`src/rtl/alu_result_stage.sv`:
```
// ---------------------------------------------------------------------------
// alu_result_stage
//
// Registered output stage of the ALU. Selects one of NUM_OPS operation-unit
// results (and its {N,Z,C,V} flags) with aluControl, and buffers the selection
// in a 2-entry FIFO so the pipeline can throttle the ALU. Also owns the
// architectural NZCV register, which is written only when an entry tagged
// setFlags leaves the FIFO.
//
// Ports
//   clk, reset            rising-edge clock, synchronous active-high reset
//   aluControl [SW-1:0]   operation select (op k = opResults[k*N +: N])
//   opResults             packed unit results, NUM_OPS*N bits
//   opFlags               packed unit flags {N,Z,C,V}, NUM_OPS*4 bits
//   setFlags              entry commits its flags into nzcv when popped
//   inValid / inReady     producer handshake (inReady = not full)
//   outResult, outFlags   head entry contents (hold last head when empty)
//   outValid / outReady   consumer handshake
//   nzcv                  architectural flag register
//   illegalOp             sticky: an accepted aluControl was >= NUM_OPS
//   dbgState              occupancy FSM state (0 EMPTY, 1 ONE, 2 FULL)
//
// Handshake: a transfer happens on a rising edge where valid && ready are
// both high. Producer side: push = inValid && inReady. Consumer side:
// pop = outValid && outReady. inReady does not look at outReady, so a full
// FIFO never accepts in the same cycle it drains (no pass-through).
// ---------------------------------------------------------------------------
module alu_result_stage #(
  parameter int N       = 32,
  parameter int NUM_OPS = 4,
  localparam int SW     = $clog2(NUM_OPS)
) (
  input  logic                 clk,
  input  logic                 reset,
  input  logic [SW-1:0]        aluControl,
  input  logic [NUM_OPS*N-1:0] opResults,
  input  logic [NUM_OPS*4-1:0] opFlags,
  input  logic                 setFlags,
  input  logic                 inValid,
  output logic                 inReady,
  output logic [N-1:0]         outResult,
  output logic [3:0]           outFlags,
  output logic                 outValid,
  input  logic                 outReady,
  output logic [3:0]           nzcv,
  output logic                 illegalOp,
  output logic [1:0]           dbgState
);

  typedef enum logic [1:0] {
    EMPTY = 2'd0,
    ONE   = 2'd1,
    FULL  = 2'd2
  } state_t;

  state_t state, state_nx;

  // Head is the entry presented on the outputs; tail is only used when FULL.
  logic [N-1:0] head_res, tail_res;
  logic [3:0]   head_flg, tail_flg;
  logic         head_sf,  tail_sf;

  // Selected operation for the current input cycle.
  logic [N-1:0] sel_res;
  logic [3:0]   sel_flg;
  logic         sel_legal;

  logic push, pop;

  // -------------------------------------------------------------------------
  // Operation select. The loop compares against each legal index, so an
  // out-of-range select (possible when NUM_OPS is not a power of two) falls
  // through to the defaults: result 0 with only the Z flag set.
  // -------------------------------------------------------------------------
  always_comb begin
    sel_res   = '0;
    sel_flg   = 4'b0100;
    sel_legal = 1'b0;
    for (int k = 0; k < NUM_OPS; k++) begin
      if (aluControl == SW'(k)) begin
        sel_res   = opResults[k*N +: N];
        sel_flg   = opFlags[k*4 +: 4];
        sel_legal = 1'b1;
      end
    end
  end

  // -------------------------------------------------------------------------
  // Handshake
  // -------------------------------------------------------------------------
  assign inReady  = !reset && (state != FULL);
  assign outValid = (state != EMPTY);
  assign push     = inValid && inReady;
  assign pop      = outValid && outReady;

  // -------------------------------------------------------------------------
  // Occupancy FSM
  // -------------------------------------------------------------------------
  always_ff @(posedge clk) begin
    if (reset) begin
      state <= EMPTY;
    end else begin
      state <= state_nx;
    end
  end

  always_comb begin
    state_nx = state;
    case (state)
      EMPTY: begin
        if (push) state_nx = ONE;
      end
      ONE: begin
        if (push && !pop)      state_nx = FULL;
        else if (pop && !push) state_nx = EMPTY;
      end
      FULL: begin
        if (pop) state_nx = ONE;
      end
      default: state_nx = EMPTY;
    endcase
  end

  assign dbgState = state;

  // -------------------------------------------------------------------------
  // Entry storage. A pop from ONE without a push leaves head untouched so the
  // outputs keep showing the last entry while empty.
  // -------------------------------------------------------------------------
  always_ff @(posedge clk) begin
    if (reset) begin
      head_res <= '0;
      head_flg <= '0;
      head_sf  <= 1'b0;
      tail_res <= '0;
      tail_flg <= '0;
      tail_sf  <= 1'b0;
    end else begin
      case (state)
        EMPTY: begin
          if (push) begin
            head_res <= sel_res;
            head_flg <= sel_flg;
            head_sf  <= setFlags;
          end
        end
        ONE: begin
          if (push && pop) begin
            head_res <= sel_res;
            head_flg <= sel_flg;
            head_sf  <= setFlags;
          end else if (push) begin
            tail_res <= sel_res;
            tail_flg <= sel_flg;
            tail_sf  <= setFlags;
          end
        end
        FULL: begin
          if (pop) begin
            head_res <= tail_res;
            head_flg <= tail_flg;
            head_sf  <= tail_sf;
          end
        end
        default: ;
      endcase
    end
  end

  assign outResult = head_res;
  assign outFlags  = head_flg;

  // -------------------------------------------------------------------------
  // Architectural flags and sticky illegal-op indicator. Reset has priority,
  // so a pop coinciding with reset never reaches nzcv.
  // -------------------------------------------------------------------------
  always_ff @(posedge clk) begin
    if (reset) begin
      nzcv      <= 4'b0000;
      illegalOp <= 1'b0;
    end else begin
      if (pop && head_sf) nzcv <= head_flg;
      if (push && !sel_legal) illegalOp <= 1'b1;
    end
  end

endmodule

```
`config.mk`:
```
export PLATFORM = sky130hd
export DESIGN_NAME = alu_result_stage
export DESIGN_NICKNAME = d
export VERILOG_FILES = /design/src/rtl/alu_result_stage.sv
export SDC_FILE = /design/constraint.sdc
export NUM_CORES = 1
export LEC_CHECK = 0
export ABC_AREA = 1
export CAP_MARGIN = 20
export CORE_ASPECT_RATIO = 1.5
export CORE_MARGIN = 3
export CORE_UTILIZATION = 47
export DETAILED_ROUTE_END_ITERATION = 8
export PLACE_DENSITY = 0.87
export SLEW_MARGIN = 20
export SYNTH_ARGS = -nofsm -noshare
export SYNTH_HDL_FRONTEND = slang
export SYNTH_SLANG_ARGS = --single-unit
```
`constraint.sdc`:
```
create_clock -name clk -period 6.1 [get_ports clk]
set_input_delay 1.83 -clock clk [delete_from_list [all_inputs] [get_ports clk]]
set_output_delay 1.83 -clock clk [all_outputs]
set_load 0.005 [all_outputs]
```
==> results.md, run 1 <==
* Status: finished, final reports clean
* Final min period at 4900 ps
* Hold slack at 419 ps
* Post-Layout Cell Count at 1045
* Die Y at 129 um
* Worst hold stages at 2
* Combinational group share of total power at 27.2%
* Int Power at 1.06 mW
* GRT overflow at 0
* Crit. End Element: output port
* Share of cells above drive strength 1 at 5.27%
* Final Cycle Share at 80.3%
* Final nets at 1078
* Chip width at 88.2 um
* # clock sinks at 81
* Dpl cells at 1029
* Reg2reg setup slack at 3050 ps
* Gpl congestion at 0.865
* Worst Hold Path EP: illegalOp$_SDFFE_PP0P_
* Largest net degree at the start of global routing at 76
* Setup Viol. Count Final at 0
* GR Util All Layers at 27.1%
* DIE AREA at 11400 sq um
* Cells after synthesis at 774
* Initial DRC count at 386
* CTS Buffer Depth at 2
* Vias in the first global route at 4825
* WL per Instance at 15.0 um
* Util after Layout at 70.2%
* Total detailed-routing wirelength at 15700 um
* Max-cap violations at 0
* Switching Share at 29.4%
* Total negative slack at 0 ps
* Final hold violations at 0
* RSZ-0062 raised after global routing: no
* # resized after CTS at 0
* H-tree levels at 3
* Total I/O pin count at 196
* Drc violations at 0
* CTS Hold Buffers Added at 0
* R2R Path Start: dbgState[0]$_SDFFE_PP0P_
* First-pass GRT wire length at 24100 um
* Root buffer cell: clkbuf_16
* DR WL met3 at 908 um
* R2R Path End: outFlags[3]$_SDFFE_PP0P_
* Critical Path RT at 4270 ps
* Worst-Skew Late Latency at 330 ps
* Clock share of power at 33.4%
* Site Rows at 44
* Maximum clock frequency at 204 MHz
* R2r worst-path depth at 9
* Met1 wire length at 5900 um
* N_diodes at 0
* CTS tree: built
* Initial Utilization at 48.6%
* Met2 routed WL at 8330 um
* CTS buffer count at 9
* Post-CTS Setup Inserts at 0
* Mapped Area at 4760 sq um
* Avg Inst Size Synth at 6.15 sq um
* Port-buffer cells at 195
* Cell variety after synth at 20
* Ys Warns at 0
* Post-synthesis sequential area ratio at 34.1%
* Peak supply drop at 0.197 mV
* Vias per cell at 5.27
* Skew final at 11.2 ps
* Initial antenna violation count at 0
* FF+latch count, synth at 81
* HPWL Detailed at 11100 um
* Hold Crit Class: reg2reg
* Commonest cells after routing, fill and taps aside: nand2_1, clkdlybuf4s50_1, nor2_1
* TritonRoute pass-1 iters at 5
* P_sw at 442 uW
* Sequential Power Share at 39.5%
* Area Growth Syn to Fin at 44.4%
* Crit path launch type: input pin
* LEAKAGE at 2.89 nW
* Worst-margin pin slew at 1010 ps
* Total power draw at 1.50 mW
* CP Class: in2out
* Critical Path AT at 3070 ps
* Slew Limit Fails at 0
* DR top layer: met4
* CP max FO at 8
* PD cells at 219 nW/um^2
* Post-route ant nets at 0
* Post-Syn Nets at 927
* Core area at 9800 sq um
* Min-Delay Startpoint: illegalOp$_SDFFE_PP0P_
* Clock Pin Slew Worst Setup and Hold Paths at 60 ps
* Vias post-DR at 5509
* Slew HR at 32.3%
==> metal layers <==
layer	global-route usage [%]	vias to the layer above
li1	-	2798
met1	32.0	2466
met2	48.0	216
met3	4.07	29
met4	11.1	0
met5	0	-
==> worst max path at each step <==
stage	start	endpoint	slack [ps]
finish	reset	inReady	1200
detailed placement	reset	inReady	1230
global placement	reset	inReady	1240
global route	reset	inReady	1140
floorplan	reset	inReady	2180
CTS	reset	inReady	1220
==> final cells by class <==
| type | count | area (sq um) |
|---|---|---|
| tap | 115 | 144 |
| timing repair buffer | 201 | 1990 |
| clock inverter | 6 | 50.0 |
| fill | 840 | 2920 |
| clock buffer | 10 | 229 |
| sequential | 81 | 1620 |
| inverter | 50 | 188 |
| multi-input combinational | 582 | 2650 |
==> flip-flops by register name (all words and copies together), names as in the netlist <==
| register | count |
|---|---|
| dbgState | 2 |
| head_sf | 1 |
| illegalOp | 1 |
| nzcv | 4 |
| outFlags | 4 |
| outResult | 32 |
| tail_flg | 4 |
| tail_res | 32 |
| tail_sf | 1 |
==> logic make-up after synthesis <==
| logic type | share of synthesized area (%) |
|---|---|
| simple gates | 42.9 |
| flops | 34.1 |
| compound gates | 12.3 |
| fa+ha+maj | 0.525 |
| buf+inv | 10.2 |
==> through the flow <==
step / setup WS (ps) / area [sq um]
floorplan: 2180 / 4760
global placement: 1240 / 6600
detailed placement: 1230 / 6600
CTS: 1220 / 6880
global route: 1140 / 6880
finish: 1200 / 6880
==> synthesized netlist by cell type <==
cell type,number,area share [%]
buf_4,5,0.79
nand2_2,3,0.39
nor2_4,1,0.24
a21oi_1,43,4.5
nor2_1,114,9.0
nand3_2,2,0.42
buf_1,5,0.39
or2_2,17,2.2
o21ai_0,74,7.8
nand4_1,36,4.7
inv_1,46,3.6
nand3_1,77,8.1
ha_1,2,0.53
buf_6,3,0.71
buf_2,24,2.5
dfxtp_1,81,34
clkbuf_1,24,1.9
or2_1,19,2.5
nand2_1,194,15
inv_2,4,0.32
==> power by group through the flow <==
stage / logic [mW] / registers [mW] / clock network, mW
after CTS: 0.410 / 0.594 / 0.507
after detailed placement: 0.408 / 0.606 / 0
after global placement: 0.402 / 0.604 / 0
after floorplan: 0.202 / 0.605 / 0
final: 0.409 / 0.594 / 0.502
after global routing: 0.452 / 0.598 / 0.533
==> worst max-delay path: stages <==
cell and delay [ps]:
clkdlybuf4s50_1 560, nor2_1 170, clkdlybuf4s50_1 510
Note: power is estimated with default switching activity, not from simulation.
==> run 2, diff against run 1 <==
--- a/config.mk
+++ b/config.mk
@@ -9,9 +9,9 @@
 export CAP_MARGIN = 20
 export CORE_ASPECT_RATIO = 1.5
 export CORE_MARGIN = 3
-export CORE_UTILIZATION = 47
+export CORE_UTILIZATION = 39
 export DETAILED_ROUTE_END_ITERATION = 8
-export PLACE_DENSITY = 0.87
+export PLACE_DENSITY = 0.77
 export SLEW_MARGIN = 20
 export SYNTH_ARGS = -nofsm -noshare
 export SYNTH_HDL_FRONTEND = slang
==> constraint.sdc (replaced) <==
create_clock -name clk -period 3.9 [get_ports clk]
set_input_delay 1.17 -clock clk [delete_from_list [all_inputs] [get_ports clk]]
set_output_delay 1.17 -clock clk [all_outputs]
set_load 0.005 [all_outputs]
==> results.md, run 2 (synthesis results as in run 1) <==
* DIE AREA at 13600 sq um
* Total detailed-routing wirelength at 16700 um
* WL per Instance at 15.4 um
* Dpl cells at 1069
* Total negative slack at 0 ps
* Setup Viol. Count Final at 0
* CTS tree: built
* HPWL Detailed at 12000 um
* Initial antenna violation count at 0
* GR Util All Layers at 24.7%
* Maximum clock frequency at 292 MHz
* TritonRoute pass-1 iters at 5
* GR peak layer: met2
* Crit path largest cell delay at 510 ps
* Root buffer cell: clkbuf_16
* LEAKAGE at 2.93 nW
* Slew Limit Fails at 0
* Slew HR at 31.6%
* Reg2reg setup slack at 1220 ps
* Port-buffer cells at 195
* Total I/O pin count at 196
* Post-CTS Setup Inserts at 0
* Switching Share at 29.6%
* R2r worst-path depth at 10
* Core area at 11700 sq um
* CTS buffer count at 9
* Critical Path AT at 2260 ps
* Area Growth Syn to Fin at 46.3%
* PD cells at 343 nW/um^2
* Sequential Power Share at 38.9%
* Clock share of power at 34.0%
* Die Y at 141 um
* Commonest cells after routing, fill and taps aside: nand2_1, clkdlybuf4s50_1, nor2_1
* Crit-path most repeated cell: clkdlybuf4s50_1
* Status: finished, final reports clean
* Util after Layout at 59.5%
* GRT met2 Usage at 43.3%
* N_diodes at 0
* # resized after CTS at 0
* R2R Path Start: dbgState[0]$_SDFFE_PP0P_
* Skew final at 6.51 ps
* Initial Utilization at 40.7%
* RSZ-0062 raised after global routing: no
* CTS Hold Buffers Added at 0
* Vias in the first global route at 5019
* CP Capture Point: inReady
* CP max FO at 3
* Vias per cell at 4.99
* H-tree levels at 3
* Crit. End Element: output port
* Site Rows at 48
* Setup crit start: reset
* Crit path cell chain: clkdlybuf4s50_1 > nor2_1 > clkdlybuf4s50_1
* CTS Buffer Depth at 2
* DP Area at 6680 sq um
* # clock sinks at 81
* Post-route ant nets at 0
* Final Cycle Share at 87.9%
* Worst-Skew Late Latency at 340 ps
* Initial DRC count at 303
* Combinational group share of total power at 27.1%
* Share of cells above drive strength 1 at 5.88%
* Peak supply drop at 0.291 mV
* First-pass GRT wire length at 25700 um
* Design Area, Final at 6970 sq um
* Critical Path RT at 2730 ps
* R2R Path End: outResult[4]$_SDFFE_PP0P_
* Clock Pin Slew Worst Setup and Hold Paths at 60 ps
* Hold Crit Class: reg2reg
* Final min period at 3430 ps
* Gpl congestion at 0.827
* Max-cap violations at 0
* CP Class: in2out
* Int Power at 1.68 mW
* Worst-margin pin slew at 1020 ps
* Largest net degree at the start of global routing at 76
* Drc violations at 0
* Met3 global-route usage at 4.46%
* Crit path launch type: input pin
* Final hold violations at 0
* Post-Layout Cell Count at 1085
* P_sw at 706 uW
* GRT overflow at 0
* CP max-delay cell: clkdlybuf4s50_1
* Chip width at 96.2 um
* Final nets at 1083
* Met1 Track Usage GR at 28.5%
* Total power draw at 2.39 mW
* Vias post-DR at 5417
==> run 2: changes by cell type in the layout (fill, tap and decap cells not counted), sizes merged <==
cell / delta
buf: +5
clkinvlp: -1
inv: -1
clkinv: +2
==> run 2: area by class of cell <==
| cell class | instances | area (sq um) |
|---|---|---|
| clock buffer | 10 | 239 |
| clock inverter | 6 | 51.3 |
| fill | 1105 | 4740 |
| inverter | 50 | 188 |
| multi-input combinational | 582 | 2650 |
| sequential | 81 | 1620 |
| tap | 150 | 188 |
| timing repair buffer | 206 | 2030 |
==> run 2: how the worst min path moves through the flow <==
stage / cells after the start / startpoint / to
floorplan: 2 / illegalOp$_SDFFE_PP0P_ / illegalOp$_SDFFE_PP0P_
global placement: 2 / illegalOp$_SDFFE_PP0P_ / illegalOp$_SDFFE_PP0P_
detailed placement: 2 / illegalOp$_SDFFE_PP0P_ / illegalOp$_SDFFE_PP0P_
CTS: 2 / illegalOp$_SDFFE_PP0P_ / illegalOp$_SDFFE_PP0P_
global route: 2 / illegalOp$_SDFFE_PP0P_ / illegalOp$_SDFFE_PP0P_
finish: 2 / illegalOp$_SDFFE_PP0P_ / illegalOp$_SDFFE_PP0P_
==> run 2: worst max-delay path, delay by kind of cell <==
| kind | cells | cell delay, ps |
|---|---|---|
| and+or+nand+nor | 1 | 130 |
| buffers and inverters | 2 | 960 |
==> run 2: through the flow <==
step / setup WS [ps] / hold WS (ps)
finish: 472 / 431
global route: 413 / 459
detailed placement: 435 / 428
CTS: 457 / 438
floorplan: 1300 / 420
global placement: 495 / 410
==> run 2: power groups by stage <==
stage                     sequential [mW]  combinational [mW]  clock (mW)
final                               0.929               0.647       0.813
after global routing                0.937               0.720       0.865
after CTS                           0.929               0.653       0.831
after detailed placement            0.947               0.650           0
after global placement              0.946               0.642           0
after floorplan                     0.946               0.317           0
==> run 2: routing by layer <==
layer  wire length [um]  vias to the layer above
li1                   -                     2806
met1               6350                     2404
met2               8810                      172
met3                883                       35
met4                636                        0
met5                  0                        -
